===== src/rtl/matrix_scan_encoder.sv =====
// matrix_scan_encoder: scans a COLS x ROWS key matrix one column at a time,
// samples the rows at the end of each column dwell, debounces whole-frame
// results and reports committed keys as a binary code with a valid strobe.
// Optional feature: define AUTO_REPEAT_EN to re-strobe key_valid every
// REPEAT_FRAMES frames while a single key stays committed.
module matrix_scan_encoder #(
   parameter int COLS           = 5,
   parameter int ROWS           = 7,
   parameter int CODE_W         = 6,
   parameter int SCAN_DIV       = 1000,
   parameter int DEBOUNCE_SCANS = 4,
   parameter int REPEAT_FRAMES  = 50
) (
   input  logic              clk,
   input  logic              rst,
   input  logic              en,
   output logic [COLS-1:0]   col_out,
   input  logic [ROWS-1:0]   row_in,
   output logic [CODE_W-1:0] key_code,
   output logic              key_valid,
   output logic              key_held,
   output logic              multi_key
);

   localparam int COL_W = (COLS > 1) ? $clog2(COLS) : 1;
   localparam int DIV_W = (SCAN_DIV > 1) ? $clog2(SCAN_DIV) : 1;
   localparam int STB_W = $clog2(DEBOUNCE_SCANS + 1);

   // Elaboration-time sanity checks on the configuration
   if ((2 ** CODE_W) < (COLS * ROWS)) begin : g_bad_code_w
      $error("CODE_W too small for COLS*ROWS key codes");
   end
   if (DEBOUNCE_SCANS < 1) begin : g_bad_debounce
      $error("DEBOUNCE_SCANS must be at least 1");
   end
   if (REPEAT_FRAMES < 1) begin : g_bad_repeat
      $error("REPEAT_FRAMES must be at least 1");
   end

   typedef enum logic {IDLE = 1'b0, SCAN = 1'b1} state_t;
   typedef enum logic [1:0] {RES_NONE = 2'd0, RES_SINGLE = 2'd1, RES_MULTI = 2'd2} res_t;

   state_t            state;
   state_t            state_next;
   logic [DIV_W-1:0]  dwell_cnt;
   logic [COL_W-1:0]  col_idx;
   logic [1:0]        acc_hits;
   logic [CODE_W-1:0] acc_code;
   logic [STB_W-1:0]  stable_cnt;
   res_t              prev_kind;
   logic [CODE_W-1:0] prev_code;
   res_t              com_kind;
   logic [CODE_W-1:0] com_code;

   logic              scanning;
   logic              sample;
   logic              frame_end;
   logic [1:0]        hits_new;
   logic [CODE_W-1:0] code_new;
   res_t              frame_kind;
   logic [CODE_W-1:0] frame_code;
   logic [STB_W-1:0]  stable_new;
   logic              commit;

   // Hit count plus the rows seen in this sample, saturating at two
   function automatic logic [1:0] sat_hits(input logic [1:0] hits, input logic [ROWS-1:0] rows);
      int total = int'(hits);
      for (int r = 0; r < ROWS; r++) total += int'(rows[r]);
      return (total >= 2) ? 2'd2 : total[1:0];
   endfunction

   // Key code of the lowest asserted row in the given column
   function automatic logic [CODE_W-1:0] hit_code(input logic [COL_W-1:0] col, input logic [ROWS-1:0] rows);
      int row = 0;
      for (int r = ROWS - 1; r >= 0; r--) if (rows[r]) row = r;
      return CODE_W'(int'(col) * ROWS + row);
   endfunction

   // State register: IDLE while disabled, SCAN while enabled
   always_ff @(posedge clk or posedge rst) begin
      if (rst) state <= IDLE;
      else     state <= state_next;
   end

   // Next-state: scanning simply follows the enable
   always_comb begin
      state_next = en ? SCAN : IDLE;
   end

   // Column drive: one-hot for the current column while scanning
   always_comb begin
      col_out = '0;
      if (state == SCAN) col_out[col_idx] = 1'b1;
   end

   // Frame evaluation for the current sample, including debounce decision
   always_comb begin
      scanning   = (state == SCAN) && en;
      sample     = scanning && (dwell_cnt == DIV_W'(SCAN_DIV - 1));
      frame_end  = sample && (col_idx == COL_W'(COLS - 1));
      hits_new   = sat_hits(acc_hits, row_in);
      code_new   = ((acc_hits == 2'd0) && (row_in != '0)) ? hit_code(col_idx, row_in) : acc_code;
      frame_kind = RES_MULTI;
      if (hits_new == 2'd0)      frame_kind = RES_NONE;
      else if (hits_new == 2'd1) frame_kind = RES_SINGLE;
      frame_code = (frame_kind == RES_SINGLE) ? code_new : '0;
      if ((frame_kind == prev_kind) && (frame_code == prev_code))
         stable_new = (stable_cnt == STB_W'(DEBOUNCE_SCANS)) ? stable_cnt : stable_cnt + STB_W'(1);
      else
         stable_new = STB_W'(1);
      commit = frame_end && (stable_new == STB_W'(DEBOUNCE_SCANS)) &&
               ((frame_kind != com_kind) || (frame_code != com_code));
   end

   // Scan sequencing, frame accumulation and debounce history
   always_ff @(posedge clk or posedge rst) begin
      if (rst) begin
         dwell_cnt  <= '0;
         col_idx    <= '0;
         acc_hits   <= '0;
         acc_code   <= '0;
         stable_cnt <= '0;
         prev_kind  <= RES_NONE;
         prev_code  <= '0;
      end else if (!scanning) begin
         dwell_cnt  <= '0;
         col_idx    <= '0;
         acc_hits   <= '0;
         acc_code   <= '0;
         stable_cnt <= '0;
         prev_kind  <= RES_NONE;
         prev_code  <= '0;
      end else if (sample) begin
         dwell_cnt <= '0;
         if (frame_end) begin
            col_idx    <= '0;
            acc_hits   <= '0;
            acc_code   <= '0;
            stable_cnt <= stable_new;
            prev_kind  <= frame_kind;
            prev_code  <= frame_code;
         end else begin
            col_idx  <= col_idx + COL_W'(1);
            acc_hits <= hits_new;
            acc_code <= code_new;
         end
      end else begin
         dwell_cnt <= dwell_cnt + DIV_W'(1);
      end
   end

`ifdef AUTO_REPEAT_EN
   localparam int REP_W = (REPEAT_FRAMES > 1) ? $clog2(REPEAT_FRAMES) : 1;
   logic [REP_W-1:0] rep_cnt;
`endif

   // Committed result and key outputs, updated at the edge after a frame end
   always_ff @(posedge clk or posedge rst) begin
      if (rst) begin
         com_kind  <= RES_NONE;
         com_code  <= '0;
         key_code  <= '0;
         key_valid <= 1'b0;
         key_held  <= 1'b0;
         multi_key <= 1'b0;
`ifdef AUTO_REPEAT_EN
         rep_cnt   <= '0;
`endif
      end else begin
         key_valid <= 1'b0;
         if (commit) begin
            com_kind <= frame_kind;
            com_code <= frame_code;
`ifdef AUTO_REPEAT_EN
            rep_cnt  <= '0;
`endif
            case (frame_kind)
               RES_SINGLE: begin
                  key_code  <= frame_code;
                  key_held  <= 1'b1;
                  multi_key <= 1'b0;
                  key_valid <= 1'b1;
               end
               RES_MULTI: begin
                  key_held  <= 1'b0;
                  multi_key <= 1'b1;
               end
               default: begin
                  key_held  <= 1'b0;
                  multi_key <= 1'b0;
               end
            endcase
         end
`ifdef AUTO_REPEAT_EN
         else if (frame_end && key_held) begin
            if (rep_cnt == REP_W'(REPEAT_FRAMES - 1)) begin
               key_valid <= 1'b1;
               rep_cnt   <= '0;
            end else begin
               rep_cnt <= rep_cnt + REP_W'(1);
            end
         end
`endif
      end
   end

endmodule


===== config.mk =====
export PLATFORM = sky130hd
export DESIGN_NAME = matrix_scan_encoder
export DESIGN_NICKNAME = d
export VERILOG_FILES = /design/src/rtl/matrix_scan_encoder.sv
export SDC_FILE = /design/constraint.sdc
export NUM_CORES = 1
export LEC_CHECK = 0
export CORE_ASPECT_RATIO = 1.5
export CORE_UTILIZATION = 54
export CTS_CLUSTER_DIAMETER = 30
export DETAILED_ROUTE_END_ITERATION = 10
export PLACE_DENSITY = 0.74
export SLEW_MARGIN = 0
export SYNTH_ARGS = -nofsm -noshare
export SYNTH_HDL_FRONTEND = slang
export SYNTH_SLANG_ARGS = --single-unit

===== constraint.sdc =====
create_clock -name clk -period 11 [get_ports clk]
set_input_delay 2.2 -clock clk [delete_from_list [all_inputs] [get_ports clk]]
set_output_delay 2.2 -clock clk [all_outputs]
set_load 0.005 [all_outputs]

Word level (Yosys, flattened, before mapping). Index checks and enable logic that the tools add are counted.

$add $sub $neg: 11. $mul: 1. Magnitude comparators: 3. Equal/unequal tests: 13. Multiplexer cells: 41. Reductions and logical operators: 14.

Operators by type and width (count): $mux W6 (14); $mux W3 (9); $mux W10 (2); $mux W2 (9); $add A10 B1 Y10 const B (1); $eq A10 B10 Y1 const B (1); $add A8 B1 Y9 (1); $eq A3 B3 Y1 const B (3); $ge A9 B2 Y1 const B (1); $add A7 B1 Y8 (1); $logic_and A1 B1 Y1 (8); $add A6 B1 Y7 (1); $reduce_bool A7 Y1 (1); $add A3 B1 Y3 const B (2); $add A5 B1 Y6 (1); $add A6 B6 Y6 (1); $eq A6 B6 Y1 (1); $mul A3 B3 Y6 const B (1); $ne A6 B6 Y1 (1); $add A4 B1 Y5 (1); $mux W1 (5); $mux W5 (1); $add A3 B1 Y4 (1); $eq A2 B1 Y1 const B (2); other kinds (11) (14).

Flip-flop bits (word level): 50. Input port bits: 10. Output and inout bits: 14. Logic and storage cells: 97.

Depth between registers and ports, before layout.
Depth in word-level cells: 21. Depth in mapped cells: 18. Depth with buffers taken out: 16.

Worst setup path before layout. No wires, ideal clock.

Path type: input port to flip-flop. Start: input row_in[0]. End: register com_code[1]. Library setup time: 0.125 ns. Arrival time: 6.584 ns. Data required time: 10.875 ns. Slack: 4.291 ns. Stages on the path: 17. Path buffers: 1. Cells stage by stage: fa_1 -> inv_1 -> fa_1 -> fa_1 -> inv_1 -> ha_1 -> inv_1 -> fa_1 -> a211o_1 -> a2111oi_2 -> nand4_1 -> a32oi_1 -> o221ai_1 -> a211o_1 -> nor3_1 -> buf_2 -> mux2_2.

Word-level cells in the longest chain between the ends: 20. Elaborated cells between the ends (all ways): 30. Those cells by class: 8 x add/sub; 1 x order compare; 7 x eq/ne; 7 x mux; 7 x reduce/logical.

Ends and longest elaborated chain: from (decl) (line 18) `input logic [ROWS-1:0] row_in,`; $add A2 B1 Y3 (line 68) `for (int r = 0; r < ROWS; r++) total += int'(rows[r]);`; $add A3 B1 Y4 (line 68); $add A4 B1 Y5 (line 68); $add A5 B1 Y6 (line 68); $add A6 B1 Y7 (line 68); $add A7 B1 Y8 (line 68); $add A8 B1 Y9 (line 68); $ge A9 B2 Y1 (line 69) `return (total >= 2) ? 2'd2 : total[1:0];`; [3 not listed]; $mux W2 (line 104) `if (hits_new == 2'd0) frame_kind = RES_NONE;`; $eq A2 B1 Y1 (line 106) `frame_code = (frame_kind == RES_SINGLE) ? code_new : '0;`; $mux W6 (line 106); $eq A6 B6 Y1 (line 107) `if ((frame_kind == prev_kind) && (frame_code == prev_code))`; $logic_and A1 B1 Y1 (line 107); $mux W3 (line 107); $eq A3 B3 Y1 (line 111) `commit = frame_end && (stable_new == STB_W'(DEBOUNCE_SCANS)) &&`; $logic_and A1 B1 Y1 (2 in a row) (line 111); to (signal assigned) (line 173) `com_code <= frame_code;`; to (decl) (line 53) `logic [CODE_W-1:0] com_code;`.

Several ways; a longest one is shown, not always the timed one. A chain may end at the register's enable or synchronous reset.

Worst setup path in the final report.
Start: input row_in[3]. End: register stable_cnt[0].

Word-level cells in the longest chain between the ends: 17. Elaborated cells between the ends (all ways): 27. Those cells by class: 5 x add/sub; 1 x order compare; 4 x eq/ne; 13 x mux; 4 x reduce/logical.

Ends and longest elaborated chain: $add A5 B1 Y6 (line 68); $add A6 B1 Y7 (line 68); $add A7 B1 Y8 (line 68); $add A8 B1 Y9 (line 68); $ge A9 B2 Y1 (line 69); $mux W2 (line 69); $eq A2 B1 Y1 (line 105) `else if (hits_new == 2'd1) frame_kind = RES_SINGLE;`; $mux W2 (line 105); $mux W2 (line 104); $eq A2 B1 Y1 (line 106); $mux W6 (line 106); $eq A6 B6 Y1 (line 107); $logic_and A1 B1 Y1 (*) (line 107); $mux W3 (*) (line 107); $mux W3 (*) (line 135) `if (frame_end) begin`; $mux W3 (*) (line 133) `end else if (sample) begin`; $mux W3 (*) (line 125) `end else if (!scanning) begin`; to (signal assigned) (line 139) `stable_cnt <= stable_new;`; to (decl) (line 49) `logic [STB_W-1:0] stable_cnt;`.

Every way passes the cells marked *; elsewhere a longest branch is shown, timed or not. The select of a mux whose other input is x is not followed.

==> impl_metrics.ini <==
[critical_path]
max_stage_delay_ps = 870
cp_cell_sequence = clkdlybuf4s50_1 -> fa_1 -> inv_1 -> fa_1 -> fa_1 -> inv_1 -> ha_1 -> inv_1 -> fa_1 -> a211oi_1 -> o2111ai_1 -> or3_1 -> o32ai_2 -> a41oi_1 -> a2111oi_0 -> a31oi_1 -> o21a_1
endpoint_kind = register
critPathLaunchType = input port
worstPathMaxFanout = 11
cp_slowest_cell = a2111oi_0
crit_top_cell = fa_1
arrival_ps = 7780
crit_required_ps = 11210
worst-setup-path-type = in -> reg

[clock_network]
cts_sinks = 48
cts_buffers = 5
clk_pin_slew_ps = 100
clockRootBuffer = clkbuf_8
post-cts-setup-buffers = 0
post_cts_resized = 0
cts_tree = yes
cts_buffer_depth = 2
worstSkewPairLatency_ps = 310
htree_levels = 2
cts_hold_buf = 0

[synthesis]
synth_compound_area_share_pct = 19.2
yosysUniqueCellTypes = 65
synth_cells = 337
synth_top_area_cell = dfrtp_1
yosysWarnings = 0
synthMuxAreaShare_pct = 3.23
synth_xor_area_share_pct = 4.58
synth_nets = 378
yosys.area_share.simple_pct = 16.8
async_reset_ff_share_pct = 100
ys_top_cells_by_area = dfrtp_1 (37%), ha_1 (8.5%), fa_1 (5.5%), inv_1 (3.7%), nor2_1 (3.2%)
syn_avg_cell_area_um2 = 9.65
ys.flop_type = dfrtp_1
synth_fa_ha_area_share_pct = 14.0
synthDominantCellAreaShare_pct = 37.0
ys_seq_area_share_pct = 37.0
synth_seq_cells = 48
synth_top_family_by_area = compound AO/OA/AOI/OAI gates
synth_edf_count = 0
synth_area_mm2 = 0.00325

[die]
die_y_um = 97.0
dieArea_mm2 = 0.00634
fp.dieW_um = 65.4
start_util_pct = 56.2
rows = 34
ios = 24
core-area_mm2 = 0.00579

[final_layout]
final_common_cell = dfrtp_1
drive_above_1_share_pct = 8.06
final_cells = 432
synthToLayoutAreaGrowth_pct = 11.4
antenna_cells = 0
design_area_mm2 = 0.00362
final_cell_mix = dfrtp_1 (48), inv_1 (31), nor2_1 (28)
fillers = 523
nets = 400

[timing]
fin_hold_ws_ps = 502
hold_viol = 0
tightest_slew_ps = 1010
relSlewSlack_pct = 32.1
rsz0062_at_grt = no
fin_crit_sh_pct = 68.9
fin_crit_ps = 7570
fin_setup_tns_ps = 0
setup_viol = 0
fmax_mhz = 132
slew_viol_final = 0
fin_worst_skew_ps = 16.2

[drt]
wl_met1_um = 2990
firstDrtPassIters = 4
vias_per_cell = 5.92
top_layer_used = met4
wl_per_cell_um = 16.7
met2WireLength_um = 3860
wl_met3_um = 179
wirelength_um = 7190
ant_nets = 0
drc = 0
vias = 2559
first_iter_violations = 88

[pwr]
power_uw = 462
power_leakage_uw = 0.00162
ir_drop_uv = 92.1
pwr_density_cell_mw_per_mm2 = 128

[global_route]
grt_pass1_wl_um = 12200
overflow = 0
grt_pass1_vias = 2524
grt_usage_pct = 24.7
antenna_found_initial = 0
grt_max_degree = 49

[placement]
io_buffers = 23
place_area_mm2 = 0.00353
gp_congestion = 0.897
dp_hpwl_um = 5450
dpl.cell_count = 424

[hold_path]
hold_class = reg -> reg

[flow_run]
cap_violations = 0

[outcome]
status = finished clean
[cells by family (layout without fill, tap and decap cells)]
family	Yosys count	after routing
AND/OR/NAND/NOR	104	104
buffers and inverters	41	64
multiplexers	9	9
flip-flops	48	48
AO/OA/AOI/OAI	87	87
adder cells (fa/ha/maj)	31	31
XOR/XNOR	17	17
[metrics by stage]
stage / worst slack [ps] / utilization [%]
3_5_place_dp: 3120 / 61.0
3_3_place_gp: 3360 / 61.0
4_1_cts: 3430 / 62.6
6_report: 3430 / 62.6
2_1_floorplan: 4290 / -
5_1_grt: 3010 / 62.6
[flip-flops by register name (all words and copies together) (netlist names), 2 cells and up]
| name | cells |
|---|---|
| acc_code | 6 |
| dwell_cnt | 10 |
| key_code | 6 |
| col_idx | 3 |
| stable_cnt | 3 |
| prev_kind | 2 |
| com_code | 6 |
| acc_hits | 2 |
| prev_code | 6 |
[power by group]
part | internal [µW] | switching, µW | total, µW
registers | 180 | 4.33 | 185
clock network | 45.3 | 61.5 | 107
logic | 62.8 | 108 | 171
total | 288 | 174 | 462
[final cells by class]
| class | instances | area (µm²) | area share [%] |
|---|---|---|---|
| flip-flops and latches | 48 | 1200 | 33.2 |
| clock inverters | 2 | 16.3 | 0.449 |
| repair buffers | 24 | 238 | 6.57 |
| well taps | 72 | 90.1 | 2.49 |
| multi-input cells | 248 | 1880 | 52.0 |
| inverters | 32 | 120 | 3.32 |
| clock buffers | 6 | 72.6 | 2.00 |
[metal layers]
metal / GRT usage (%) / vias to the layer above
met5: 0 / -
met4: 8.36 / 0
met3: 3.30 / 15
met2: 43.1 / 43
met1: 30.5 / 1253
li1: - / 1248
[worst max-delay path: cells and delay by family]
| family | cells | cell delay, ps |
|---|---|---|
| buffers and inverters | 4 | 730 |
| adder cells (fa/ha/maj) | 5 | 2060 |
| AND/OR/NAND/NOR | 1 | 490 |
| AO/OA/AOI/OAI | 7 | 2290 |
[cell usage after synthesis (2+ instances only)]
| master | n |
|---|---|
| dfrtp_1 | 48 |
| inv_1 | 32 |
| nor2_1 | 28 |
| nand2_1 | 24 |
| ha_1 | 22 |
| o21ai_0 | 18 |
| a21oi_1 | 12 |
| xnor2_1 | 10 |
| fa_1 | 9 |
| nand3_1 | 9 |
| o22ai_1 | 8 |
| o31ai_1 | 8 |
| xor2_1 | 7 |
| and3_1 | 6 |
| mux2_2 | 6 |
| nor3_1 | 6 |
| a22o_1 | 5 |
| and2_1 | 5 |
| buf_2 | 5 |
| a211oi_1 | 4 |
| a2111oi_0 | 3 |
| a31oi_1 | 3 |
| clkbuf_1 | 3 |
| nand2b_1 | 3 |
| nor2b_1 | 3 |
| or3_1 | 3 |
| a211o_1 | 2 |
| a21o_1 | 2 |
| mux2i_2 | 2 |
| nand4_1 | 2 |
| o2111ai_1 | 2 |
| o21a_1 | 2 |
| o32ai_1 | 2 |
| or2_2 | 2 |
[worst paths after layout]
path                                   startpoint                         to  slack, ps  cells past startpoint
setup reg to reg           col_idx[0]$_DFFE_PP0P_  stable_cnt[0]$_DFFE_PP0P_       6260                     11
max in group asynchronous                     rst    acc_code[5]$_DFFE_PP0P_       7940                      2
hold reg to reg            dwell_cnt[0]$_DFF_PP0_     dwell_cnt[0]$_DFF_PP0_        500                      1
hold / removal             dwell_cnt[0]$_DFF_PP0_     dwell_cnt[0]$_DFF_PP0_        500                      1
setup / recovery                        row_in[3]  stable_cnt[0]$_DFFE_PP0P_       3430                     17
min in group asynchronous                     rst   prev_code[0]$_DFFE_PP0P_       2430                      2
No activity file was read; power rests on OpenSTA's default activity.
